## src/rtl/foobar_logger_if.sv

```systemverilog
// Event-capture and record-stream signals of the foobar logger.
// slave is the logger's view; master is the producer/consumer side.
interface foobar_logger_if;
    logic        en;
    logic        foo;
    logic        bar;
    logic [7:0]  count_foo;
    logic [7:0]  count_bar;
    logic        out_ready;
    logic        out_valid;
    logic [25:0] out_data;
    logic [4:0]  level;
    logic [7:0]  drop_cnt;
    logic        overflow;

    modport slave (
        input  en, foo, bar, count_foo, count_bar, out_ready,
        output out_valid, out_data, level, drop_cnt, overflow
    );

    modport master (
        output en, foo, bar, count_foo, count_bar, out_ready,
        input  out_valid, out_data, level, drop_cnt, overflow
    );
endinterface

```

## src/rtl/foobar_logger.sv

```systemverilog
// Captures foobar events into a first-word-fall-through record FIFO with overflow accounting.
// Define FOOBAR_LOGGER_STAMP_EN to build the 8-bit enable-cycle stamp counter; otherwise stamps are zero.
module foobar_logger #(
    parameter int DEPTH = 8
) (
    input  logic           clk,
    input  logic           rst,
    foobar_logger_if.slave bus
);
    localparam int         AW       = (DEPTH > 1) ? $clog2(DEPTH) : 1;
    localparam logic [4:0] FULL_LVL = 5'(DEPTH);

    logic [25:0]   mem [DEPTH];
    logic [AW-1:0] wr_ptr;
    logic [AW-1:0] rd_ptr;
    logic [4:0]    level_q;
    logic [7:0]    drop_q;
    logic          ovf_q;
    logic [7:0]    stamp;

    logic       event_hit;
    logic       full;
    logic       pop;
    logic       push;
    logic [1:0] kind;

    always_comb begin
        event_hit = bus.en & (bus.foo | bus.bar);
        kind      = {bus.bar, bus.foo};
        full      = (level_q == FULL_LVL);
        pop       = (level_q != 5'd0) & bus.out_ready;
        // a full FIFO still accepts when its head leaves on the same edge
        push      = event_hit & (~full | pop);
    end

`ifdef FOOBAR_LOGGER_STAMP_EN
    always_ff @(posedge clk) begin
        if (!rst)
            stamp <= 8'h00;
        else if (bus.en)
            stamp <= stamp + 8'h01;
    end
`else
    assign stamp = 8'h00;
`endif

    always_ff @(posedge clk) begin
        if (rst && push)
            mem[wr_ptr] <= {kind, stamp, bus.count_foo, bus.count_bar};
    end

    always_ff @(posedge clk) begin
        if (!rst) begin
            wr_ptr  <= '0;
            rd_ptr  <= '0;
            level_q <= 5'd0;
            drop_q  <= 8'h00;
            ovf_q   <= 1'b0;
        end else begin
            if (push)
                wr_ptr <= wr_ptr + AW'(1);
            if (pop)
                rd_ptr <= rd_ptr + AW'(1);
            if (push && !pop)
                level_q <= level_q + 5'd1;
            else if (pop && !push)
                level_q <= level_q - 5'd1;
            if (event_hit && full && !pop) begin
                ovf_q <= 1'b1;
                if (drop_q != 8'hFF)
                    drop_q <= drop_q + 8'h01;
            end
        end
    end

    assign bus.out_valid = (level_q != 5'd0);
    assign bus.out_data  = bus.out_valid ? mem[rd_ptr] : 26'd0;
    assign bus.level     = level_q;
    assign bus.drop_cnt  = drop_q;
    assign bus.overflow  = ovf_q;
endmodule

```

## src/flat_wrapper.sv

```systemverilog
// flat-port wrapper written by rule: the top's interface ports become plain ports
module foobar_logger_flat 
#(
    parameter int DEPTH = 8
)
  (clk, rst, bus_en, bus_foo, bus_bar, bus_count_foo, bus_count_bar, bus_out_ready, bus_out_valid, bus_out_data, bus_level, bus_drop_cnt, bus_overflow);
  foobar_logger_if bus_i ();
  input  logic clk;
  input  logic rst;
  input wire logic [$bits(bus_i.en)-1:0] bus_en;
  input wire logic [$bits(bus_i.foo)-1:0] bus_foo;
  input wire logic [$bits(bus_i.bar)-1:0] bus_bar;
  input wire logic [$bits(bus_i.count_foo)-1:0] bus_count_foo;
  input wire logic [$bits(bus_i.count_bar)-1:0] bus_count_bar;
  input wire logic [$bits(bus_i.out_ready)-1:0] bus_out_ready;
  output wire logic [$bits(bus_i.out_valid)-1:0] bus_out_valid;
  output wire logic [$bits(bus_i.out_data)-1:0] bus_out_data;
  output wire logic [$bits(bus_i.level)-1:0] bus_level;
  output wire logic [$bits(bus_i.drop_cnt)-1:0] bus_drop_cnt;
  output wire logic [$bits(bus_i.overflow)-1:0] bus_overflow;
  assign bus_i.en = bus_en;
  assign bus_i.foo = bus_foo;
  assign bus_i.bar = bus_bar;
  assign bus_i.count_foo = bus_count_foo;
  assign bus_i.count_bar = bus_count_bar;
  assign bus_i.out_ready = bus_out_ready;
  assign bus_out_valid = bus_i.out_valid;
  assign bus_out_data = bus_i.out_data;
  assign bus_level = bus_i.level;
  assign bus_drop_cnt = bus_i.drop_cnt;
  assign bus_overflow = bus_i.overflow;
  foobar_logger #(.DEPTH(DEPTH)) u_core (.clk(clk), .rst(rst), .bus(bus_i));
endmodule
```

## config.mk

```make
export PLATFORM = sky130hd
export DESIGN_NAME = foobar_logger_flat
export DESIGN_NICKNAME = d
export VERILOG_FILES = /design/src/rtl/foobar_logger_if.sv /design/src/rtl/foobar_logger.sv /design/src/flat_wrapper.sv
export SDC_FILE = /design/constraint.sdc
export NUM_CORES = 1
export LEC_CHECK = 0
export CAP_MARGIN = 20
export CORE_MARGIN = 3
export CORE_UTILIZATION = 41
export DETAILED_ROUTE_END_ITERATION = 10
export PLACE_DENSITY_LB_ADDON = 0.1
export SYNTH_ARGS = -nofsm -noshare
export SYNTH_HDL_FRONTEND = slang
export SYNTH_SLANG_ARGS = --single-unit
```

## constraint.sdc

```tcl
create_clock -name clk -period 2.8 [get_ports clk]
set_clock_uncertainty 0.15 [all_clocks]
set_input_delay 0.42 -clock clk [delete_from_list [all_inputs] [get_ports clk]]
set_output_delay 0.42 -clock clk [all_outputs]
set_load 0.05 [all_outputs]
```

==> results of run 1 <==
-- how the worst max path moves through the flow --
| stage | to | slack, ns | cells past startpoint |
|---|---|---|---|
| final | u_core.bus.level[4] | 0.13 | 9 |
| after detailed placement | u_core.bus.level[4] | -0.12 | 10 |
| after floorplan | u_core.mem[1][0] | -0.36 | 4 |
| after global routing | u_core.bus.level[4] | 0.04 | 9 |
| after CTS | u_core.bus.level[4] | 0.05 | 9 |
| after global placement | u_core.bus.level[4] | -0.01 | 10 |
-- critical path: stages (launching register included) --
cell and delay [ns]:
sky130_fd_sc_hd__dfxtp_2 0.34, sky130_fd_sc_hd__or4_4 0.57, sky130_fd_sc_hd__o21ai_2 0.16, sky130_fd_sc_hd__ha_2 0.22
sky130_fd_sc_hd__inv_1 0.10, sky130_fd_sc_hd__ha_1 0.34, sky130_fd_sc_hd__a21oi_1 0.21, sky130_fd_sc_hd__a211oi_1 0.11
sky130_fd_sc_hd__a31oi_1 0.19, sky130_fd_sc_hd__mux2i_1 0.20
-- cell families after synthesis --
group	Yosys count	share of synthesized area, %
AND/OR/NAND/NOR	73	5.26
flip-flops	167	71.8
buffers and inverters	31	2.27
multiplexers	59	15.6
AO/OA/AOI/OAI	29	2.48
XOR/XNOR	5	0.657
other	1	0.0563
adder cells (fa/ha/maj)	9	1.80
-- power by group --
group / total (mW) / internal (mW) / switching (mW)
combinational: 2.96 / 1.37 / 1.59
sequential: 2.86 / 2.79 / 0.0703
clock: 2.46 / 1.57 / 0.891
total: 8.28 / 5.73 / 2.55
-- cells in the final DEF (no fill, tap or decap), types with 4 or more instances in the layout --
| master | synthesis | layout |
|---|---|---|
| sky130_fd_sc_hd__nor2_1 | 33 | 32 |
| sky130_fd_sc_hd__or3_1 | 4 | 4 |
| sky130_fd_sc_hd__mux4_2 | 36 | 36 |
| sky130_fd_sc_hd__dfxtp_1 | 23 | 19 |
| sky130_fd_sc_hd__clkbuf_16 | 0 | 17 |
| sky130_fd_sc_hd__inv_1 | 6 | 6 |
| sky130_fd_sc_hd__conb_1 | 1 | 8 |
| sky130_fd_sc_hd__a21oi_1 | 14 | 14 |
| sky130_fd_sc_hd__nand2b_1 | 4 | 4 |
| sky130_fd_sc_hd__o31ai_1 | 4 | 4 |
| sky130_fd_sc_hd__edfxtp_1 | 144 | 144 |
| sky130_fd_sc_hd__nand3_1 | 6 | 6 |
| sky130_fd_sc_hd__bufinv_16 | 0 | 5 |
| sky130_fd_sc_hd__nand2_1 | 9 | 9 |
| sky130_fd_sc_hd__xor2_1 | 4 | 4 |
| sky130_fd_sc_hd__mux2i_1 | 23 | 23 |
| sky130_fd_sc_hd__o21ai_0 | 7 | 6 |
| sky130_fd_sc_hd__dfxtp_2 | 0 | 4 |
| sky130_fd_sc_hd__ha_1 | 8 | 7 |
| sky130_fd_sc_hd__nor3_2 | 0 | 6 |
| sky130_fd_sc_hd__clkdlybuf4s50_1 | 0 | 35 |
| sky130_fd_sc_hd__buf_12 | 0 | 26 |
| sky130_fd_sc_hd__buf_4 | 8 | 21 |
-- layer usage --
layer	share of wire, %	vias up	track usage (%)
met2	50	72	24.8
met3	3.1	9	3.66
met1	46	1768	20.7
li1	-	1629	-
met5	0	-	0
met4	1.2	0	5.71
-- state kept, by name (all words and copies together), names as in the netlist, named ones only --
| signal | cells |
|---|---|
| u_core.bus.overflow | 1 |
| u_core.bus.drop_cnt | 8 |
| u_core.mem | 144 |
| u_core.bus.level | 5 |
| u_core.rd_ptr | 3 |
| u_core.wr_ptr | 3 |
-- cell type report --
type | instances | area, um^2 | share of cell area (%)
tap | 211 | 264 | 3.10
clock buffer | 20 | 437 | 5.13
multi-input combinational | 183 | 1790 | 21.0
inverter | 7 | 26.3 | 0.309
sequential | 167 | 4790 | 56.3
timing repair buffer | 82 | 1030 | 12.1
clock inverter | 11 | 180 | 2.12
-- what timing repair did --
action | 4_1_cts | 5_1_grt
hold buffers | 0 | 0
gates resized for setup | 0 | 2
setup endpoints to repair | 0 | 1
==> reports/results.md, run 1 <==
### Outcome
• **status** finished clean

### Critical path
• **Worst Reg2Reg Path Length in Cells** 9
• **terminus of the critical flop-to-flop path** u_core.bus.level[4]
• **path type of the worst setup path** reg -> reg
• **beginning of the worst register-to-register path** u_core.bus.level[4]
• **type of origin of the critical path** flip-flop
• **CP Data Required Time** 3.00 ns
• **worst path arrival time** 2.86 ns
• **highest fanout seen on the critical path** 5
• **Worst Setup End Kind** flip-flop
• **Worst R2R Setup Slack** 0.13 ns
• **launching element of the worst setup path** u_core.bus.level[4]

### Timing
• **final sum of negative setup slack** 0 ns
• **minimum clock period after layout** 2.67 ns
• **setup slack after layout** 0.132 ns
• **transition at the pin with the smallest max-transition slack** 0.563 ns
• **Min Hold Slack** 0.309 ns
• **worst max-slew margin expressed relative to the limit** 62.3%
• **number of hold violations in the final report** 0
• **Pins Over Slew Limit** 0
• **RSZ-0062 raised after global routing** false
• **Achievable Freq** 375 MHz
• **Period Utilization, post-route** 95.3%
• **Finish-stage setup viols** 0

### Layout
• **number of diodes** 0
• **ratio of cells with drive above 1 in the final layout** 26.2%
• **NumNets Final** 489
• **fill cell count** 1249
• **Final Non-Filler Cells** 681
• **Final Cell Area** 8510 um^2
• **end-of-flow core utilization** 54.8%
• **Synth-to-Final Area Change** 27.8%

### Route
• **post-route antenna net violation count** 0
• **TritonRoute pass-1 iters** 4
• **average vias per placed instance** 5.11
• **average routed wire per standard cell** 19.0 um
• **DRC viols** 0
• **via count** 3478
• **Iteration-0 DRC Markers** 283
• **WL final** 12900 um

### Synth
• **number of synthesis warnings** 0
• **cell type with the largest total area after synthesis** sky130_fd_sc_hd__edfxtp_1
• **dominant cell by count in the synthesized netlist** sky130_fd_sc_hd__edfxtp_1
• **share of Yosys cell area claimed by the top area cell type** 64.9%
• **Seq/Total Area, Yosys** 71.8%
• **register bit count reported by yosys** 167
• **cell area after technology mapping** 6660 um^2
• **Async S/R FF share, synth** 0%
• **main area contributors after synthesis** sky130_fd_sc_hd__edfxtp_1, sky130_fd_sc_hd__mux4_2, sky130_fd_sc_hd__dfxtp_1
• **prevailing post-synth register cell** sky130_fd_sc_hd__edfxtp_1
• **most instantiated cells after synthesis** sky130_fd_sc_hd__edfxtp_1, sky130_fd_sc_hd__mux4_2, sky130_fd_sc_hd__nor2_1
• **number of flops mapped to enable cells by yosys** 144
• **synthesized area per cell** 17.8 um^2
• **count of unique library cells instantiated by Yosys** 35
• **gate count of the mapped netlist** 374

### Global routing
• **Overall Global Routing Usage** 15.4%
• **largest net degree at the start of global routing** 37
• **overflow left after global routing** 0
• **number of global-route vias before repair** 3672
• **first-pass GRT wire length** 20700 um
• **number of antenna violations at the first check in global routing** 0

### Place
• **Placer Congestion** 0.740
• **placed standard-cell area** 7890 um^2
• **count of input and output buffers** 54
• **post-placement cell count** 650
• **dpl hpwl** 7880 um
• **DP Worst Slack** -0.116 ns

### Run
• **MaxCap Viol Count** 0

### CTS
• **largest buffer count on any clock path** 2
• **post-CTS setup buffer count** 0
• **Worst-path clk slew** 0.06 ns
• **number of sinks driven by the clock tree** 167
• **Root Buffer Master** sky130_fd_sc_hd__clkbuf_16
• **number of CTS-inserted buffers** 17
• **Clock H-tree levels** 4
• **clock tree from TritonCTS** yes
• **clock latency on the worst-skew pair** 0.42 ns

### Power
• **total design power** 8.28 mW
• **static leakage power** 2.78 nW
• **peak ir drop on the vdd network** 0.000501 V
• **power per unit of standard cell area** 972 nW/um^2

### Floorplan
• **Starting Density** 42.9%
• **area of the die** 17800 um^2
• **Die Ht** 133 um
• **horizontal extent of the die** 133 um
• **number of ports placed on the die boundary** 63
• **Core Box Area** 15500 um^2
• **standard-cell rows** 45

### Min path
• **Min-Delay Path Class** reg -> reg
• **worst min-delay path endpoint** u_core.bus.overflow
• **number of instances on the worst hold path** 2
• **launch instance of the worst min-delay path** u_core.bus.overflow

Note: power is estimated with default switching activity, not from simulation.
==> run 2, diff against run 1 <==
--- a/config.mk
+++ b/config.mk
@@ -7,3 +7,2 @@
 export LEC_CHECK = 0
-export CAP_MARGIN = 20
 export CORE_MARGIN = 3
--- a/constraint.sdc
+++ b/constraint.sdc
@@ -4,2 +4,2 @@
 set_output_delay 0.42 -clock clk [all_outputs]
-set_load 0.05 [all_outputs]
+set_load 0.005 [all_outputs]
==> run 2 against run 1 <==
Effect of this change: routed wire length increased by 2.3%; largest power group is now registers; power decreased by 15%; final cell count increased by 1.8%; largest cell class unchanged; clock-buffer cell count decreased by 3.
==> reports/results.md, run 2 (synthesis gave the netlist of run 1 again) <==
### Outcome
• **status** finished clean

### Layout
• **most common library cell in the layout ignoring fill and taps** sky130_fd_sc_hd__edfxtp_1
• **NumNets Final** 500
• **number of flip-flops under the largest register name** 144
• **most frequent cells in the layout** sky130_fd_sc_hd__edfxtp_1, sky130_fd_sc_hd__clkdlybuf4s50_1, sky130_fd_sc_hd__mux4_2, sky130_fd_sc_hd__nor2_1, sky130_fd_sc_hd__buf_4
• **ratio of cells with drive above 1 in the final layout** 24.5%
• **Most flops, register** u_core.mem
• **Synth-to-Final Area Change** 26.5%
• **Final Cell Area** 8430 um^2
• **number of diodes** 0
• **end-of-flow core utilization** 54.2%
• **Final Non-Filler Cells** 693

### Route
• **TritonRoute pass-1 iters** 4
• **average routed wire per standard cell** 19.1 um
• **post-route antenna net violation count** 0
• **Iteration-0 DRC Markers** 267
• **WL final** 13300 um
• **DRC viols** 0
• **via count** 3638
• **average vias per placed instance** 5.25

### Floorplan
• **Starting Density** 42.9%
• **number of ports placed on the die boundary** 63
• **horizontal extent of the die** 133 um
• **area of the die** 17800 um^2
• **Die Ht** 133 um
• **standard-cell rows** 45
• **Core Box Area** 15500 um^2

### Power
• **total design power** 7.02 mW
• **peak ir drop on the vdd network** 0.000398 V
• **power per unit of standard cell area** 833 nW/um^2
• **static leakage power** 2.82 nW

### Timing
• **minimum clock period after layout** 2.73 ns
• **Min Hold Slack** 0.308 ns
• **RSZ-0062 raised after global routing** true
• **final sum of negative setup slack** 0 ns
• **worst max-slew margin expressed relative to the limit** 60.8%
• **Finish-stage setup viols** 0
• **setup slack after layout** 0.0667 ns
• **Pins Over Slew Limit** 0
• **number of hold violations in the final report** 0
• **transition at the pin with the smallest max-transition slack** 0.585 ns
• **Achievable Freq** 366 MHz
• **Period Utilization, post-route** 97.6%

### CTS
• **clock latency on the worst-skew pair** 0.42 ns
• **number of sinks driven by the clock tree** 167
• **Clock H-tree levels** 4
• **clock tree from TritonCTS** yes
• **largest buffer count on any clock path** 2
• **Worst-path clk slew** 0.06 ns
• **number of CTS-inserted buffers** 17
• **Root Buffer Master** sky130_fd_sc_hd__clkbuf_16

### Global routing
• **first-pass GRT wire length** 21300 um
• **number of antenna violations at the first check in global routing** 0
• **Overall Global Routing Usage** 15.9%
• **number of global-route vias before repair** 3754
• **largest net degree at the start of global routing** 37
• **overflow left after global routing** 0

### Critical path
• **CP Data Required Time** 2.23 ns
• **crit path max-delay cell type** sky130_fd_sc_hd__or4_4
• **worst path arrival time** 2.16 ns
• **type of origin of the critical path** flip-flop
• **dominant delay contributor by cell family on the critical path** simple AND/OR/NAND/NOR gates
• **highest fanout seen on the critical path** 19
• **cell-by-cell listing of the critical path** or4_4 > nor2_4 > buf_12 > nor2_1 > clkdlybuf4s50_1
• **Worst Setup End Kind** primary output
• **CP Buf/Inv Count** 2
• **maximum single-stage delay on the critical path** 0.57 ns
• **path type of the worst setup path** reg -> out

### Place
• **placed standard-cell area** 7750 um^2
• **count of input and output buffers** 54
• **Placer Congestion** 0.791
• **dpl hpwl** 7890 um
• **post-placement cell count** 652
• **DP Worst Slack** -0.188 ns

### Min path
• **Min-Delay Path Class** reg -> reg

### Run
• **MaxCap Viol Count** 0

-- run 2: final timing paths --
path,start,end,slack [ns],cells past startpoint
worst min register to register,u_core.bus.overflow,u_core.bus.overflow,0.31,2
worst max-delay path,u_core.bus.level[4],bus_out_data[5],0.07,5
worst max register to register,u_core.bus.level[4],u_core.bus.level[4],0.16,9
worst min-delay path,u_core.bus.overflow,u_core.bus.overflow,0.31,2
-- run 2: layout make-up --
class	instances	area (um^2)
inverter	7	26.3
timing repair buffer	93	995
tap	211	264
sequential	167	4790
clock inverter	15	128
clock buffer	17	425
multi-input combinational	183	1800
fill	1285	7110
-- run 2: power breakdown --
part | internal [mW] | switching (mW) | leakage (nW)
Clock | 1.22 | 0.955 | 0.265
Combinational | 1.14 | 0.842 | 1.07
Sequential | 2.79 | 0.0702 | 1.49
Total | 5.15 | 1.87 | 2.82
-- run 2: worst register-to-register path: stages, from the launching register on --
cell                       delay (ns)
sky130_fd_sc_hd__dfxtp_2         0.34
sky130_fd_sc_hd__or4_4           0.57
sky130_fd_sc_hd__o21ai_2         0.16
sky130_fd_sc_hd__ha_2            0.22
sky130_fd_sc_hd__inv_1           0.10
sky130_fd_sc_hd__ha_1            0.34
sky130_fd_sc_hd__a21oi_2         0.18
sky130_fd_sc_hd__a211oi_1        0.09
sky130_fd_sc_hd__a31oi_1         0.18
sky130_fd_sc_hd__mux2i_1         0.20
-- run 2: routing by layer --
| layer | routed length [um] | share of wire (%) | up-vias | GRT usage, % |
|---|---|---|---|---|
| met1 | 5870 | 44 | 1871 | 21.8 |
| met5 | 0 | 0 | - | 0 |
| met3 | 583 | 4.4 | 16 | 3.78 |
| met2 | 6570 | 50 | 86 | 24.9 |
| met4 | 224 | 1.7 | 0 | 5.66 |
| li1 | - | - | 1665 | - |
-- run 2: repair_timing --
item                       CTS  global route
setup buffers                0             8
setup endpoints to repair   17            11
gates resized for setup     16            12
hold buffers                 0             0
gates cloned                 1             0
==> run 3, diff against run 2 <==
- CAP_MARGIN: default -> 20
==> results of run 3 <==
The final DEF is identical to that of run 2; final timing and power are the same.
==> edit, RTL diff (flow settings as in run 2) <==
Build with the macro `FOOBAR_LOGGER_STAMP_EN` defined.
--- a/src/rtl/foobar_logger.sv
+++ b/src/rtl/foobar_logger.sv
@@ -2,2 +2,4 @@
 // Define FOOBAR_LOGGER_STAMP_EN to build the 8-bit enable-cycle stamp counter; otherwise stamps are zero.
+`define FOOBAR_LOGGER_STAMP_EN
+
 module foobar_logger #(
Behaviour: not the same (a bounded check fails within 4 cycles, from zero or initial values and one cycle with rst low).
==> edit against run 2 <==
The run now ends with negative setup slack left. Via count up 36%. Global-route usage is 0.79 points higher. Wire length grew 50%. Cell area rose by 43%. Area after synthesis grew 40%. Total power rose by 52%. Sequential cell count is 72 higher. Worst setup slack worse by 0.078 ns.
==> edit: results (changes against run 2) <==
[timing]
final-setup-viol-count=1  ; +1
worst_hold_slack_ns=0.3398  ; +0.03199 ns
final.setup.tns_ns=-0.01092  ; -0.01092 ns
worst_slack_ns=-0.01092  ; -0.07764 ns
relSlewSlack=0.6638  ; +0.05550

[placed_design]
place_area_um2=10700  ; +38%
dp_hpwl_um=11330  ; +44%
gp_congestion=0.7715  ; -2.5%
port-buffer-count=62  ; +15%
place_ws_ns=-0.01349  ; +0.1744 ns

[clock_network]
cts_htree_levels=1  ; -3
numCtsBuffers=26  ; +9
clkLatencyLatePin_ns=0.52  ; +0.10 ns
postCtsSetupBuffers=27  ; +27
cts_buffer_depth=3  ; +1

[outcome]
status=finished with violations
failed_checks=negative setup slack

[synthesis]
synth_compound_area_frac=0.02035  ; -0.004450
synth_edf_count=208  ; +44%
synth_xor_xnor_area_share=0.009371  ; +0.002796
synthAdderAreaFrac=0.01419  ; -0.003845
muxShareOfSynthArea=0.1585  ; +0.002198
ys_types=38  ; +8.6%
synth.area.top_cells=edfxtp_1 67%, mux4_2 13%, dfxtp_1 6.6%
syn_inst=503  ; +34%
synth_common_cells=208 x edfxtp_1, 53 x nor2_1, 52 x mux4_2

[layout]
n_fill_cell=1727  ; +34%
largest_reg_flops=208  ; +44%
final_nets=673  ; +35%

[power]
finalPower_uw=10670  ; +52%
powerDensity_nw_per_um2=889.0  ; +6.7%
p_clk_uw=3420  ; +57%
ir_drop_uv=458.7  ; +15%
switching_share=0.2546  ; -0.01127

[critical_path]
cp_max_fo=5  ; -14
crit_arrival_ns=3.07  ; +0.91 ns
crit_start=u_core.bus.level[0]

[detailed_routing]
avgRoutedWirePerCell_um=21.12  ; +10%
drt_iter0_markers=274  ; +2.6%
via_per_inst=5.276  ; +0.51%

[grt]
grt_pass1_wl_um=31260  ; +47%
grt_pass1_vias=5471  ; +46%
gr-usage-all-layers=0.1665  ; +0.007859
grt_max_degree=41  ; +11%

-- edit: changes by cell type in the layout (fill, tap and decap cells not counted), sizes merged, moves of 6 or more --
cell / delta
buf: +40
clkbuf: +36
conb: -8
dfxtp: +8
dlymetal6s2s: -6
edfxtp: +64
mux2i: +8
mux4: +16
nor2: +20
-- edit: layer usage --
| metal | vias to the layer above | part of all wire | GRT usage |
|---|---|---|---|
| met3 | 29 | 0.035 | 0.02695 |
| met5 | - | 0 | 0 |
| met2 | 74 | 0.51 | 0.2933 |
| met4 | 0 | 0.018 | 0.03918 |
| met1 | 2586 | 0.43 | 0.2179 |
| li1 | 2276 | - | - |
-- edit: cell type report --
type,instances,area share
flip-flops and latches,239,0.5729
multi-input cells,233,0.2060
inverters,6,0.001876
clock buffers,39,0.06513
well taps,280,0.02918
clock inverters,9,0.008233
repair buffers,135,0.1166
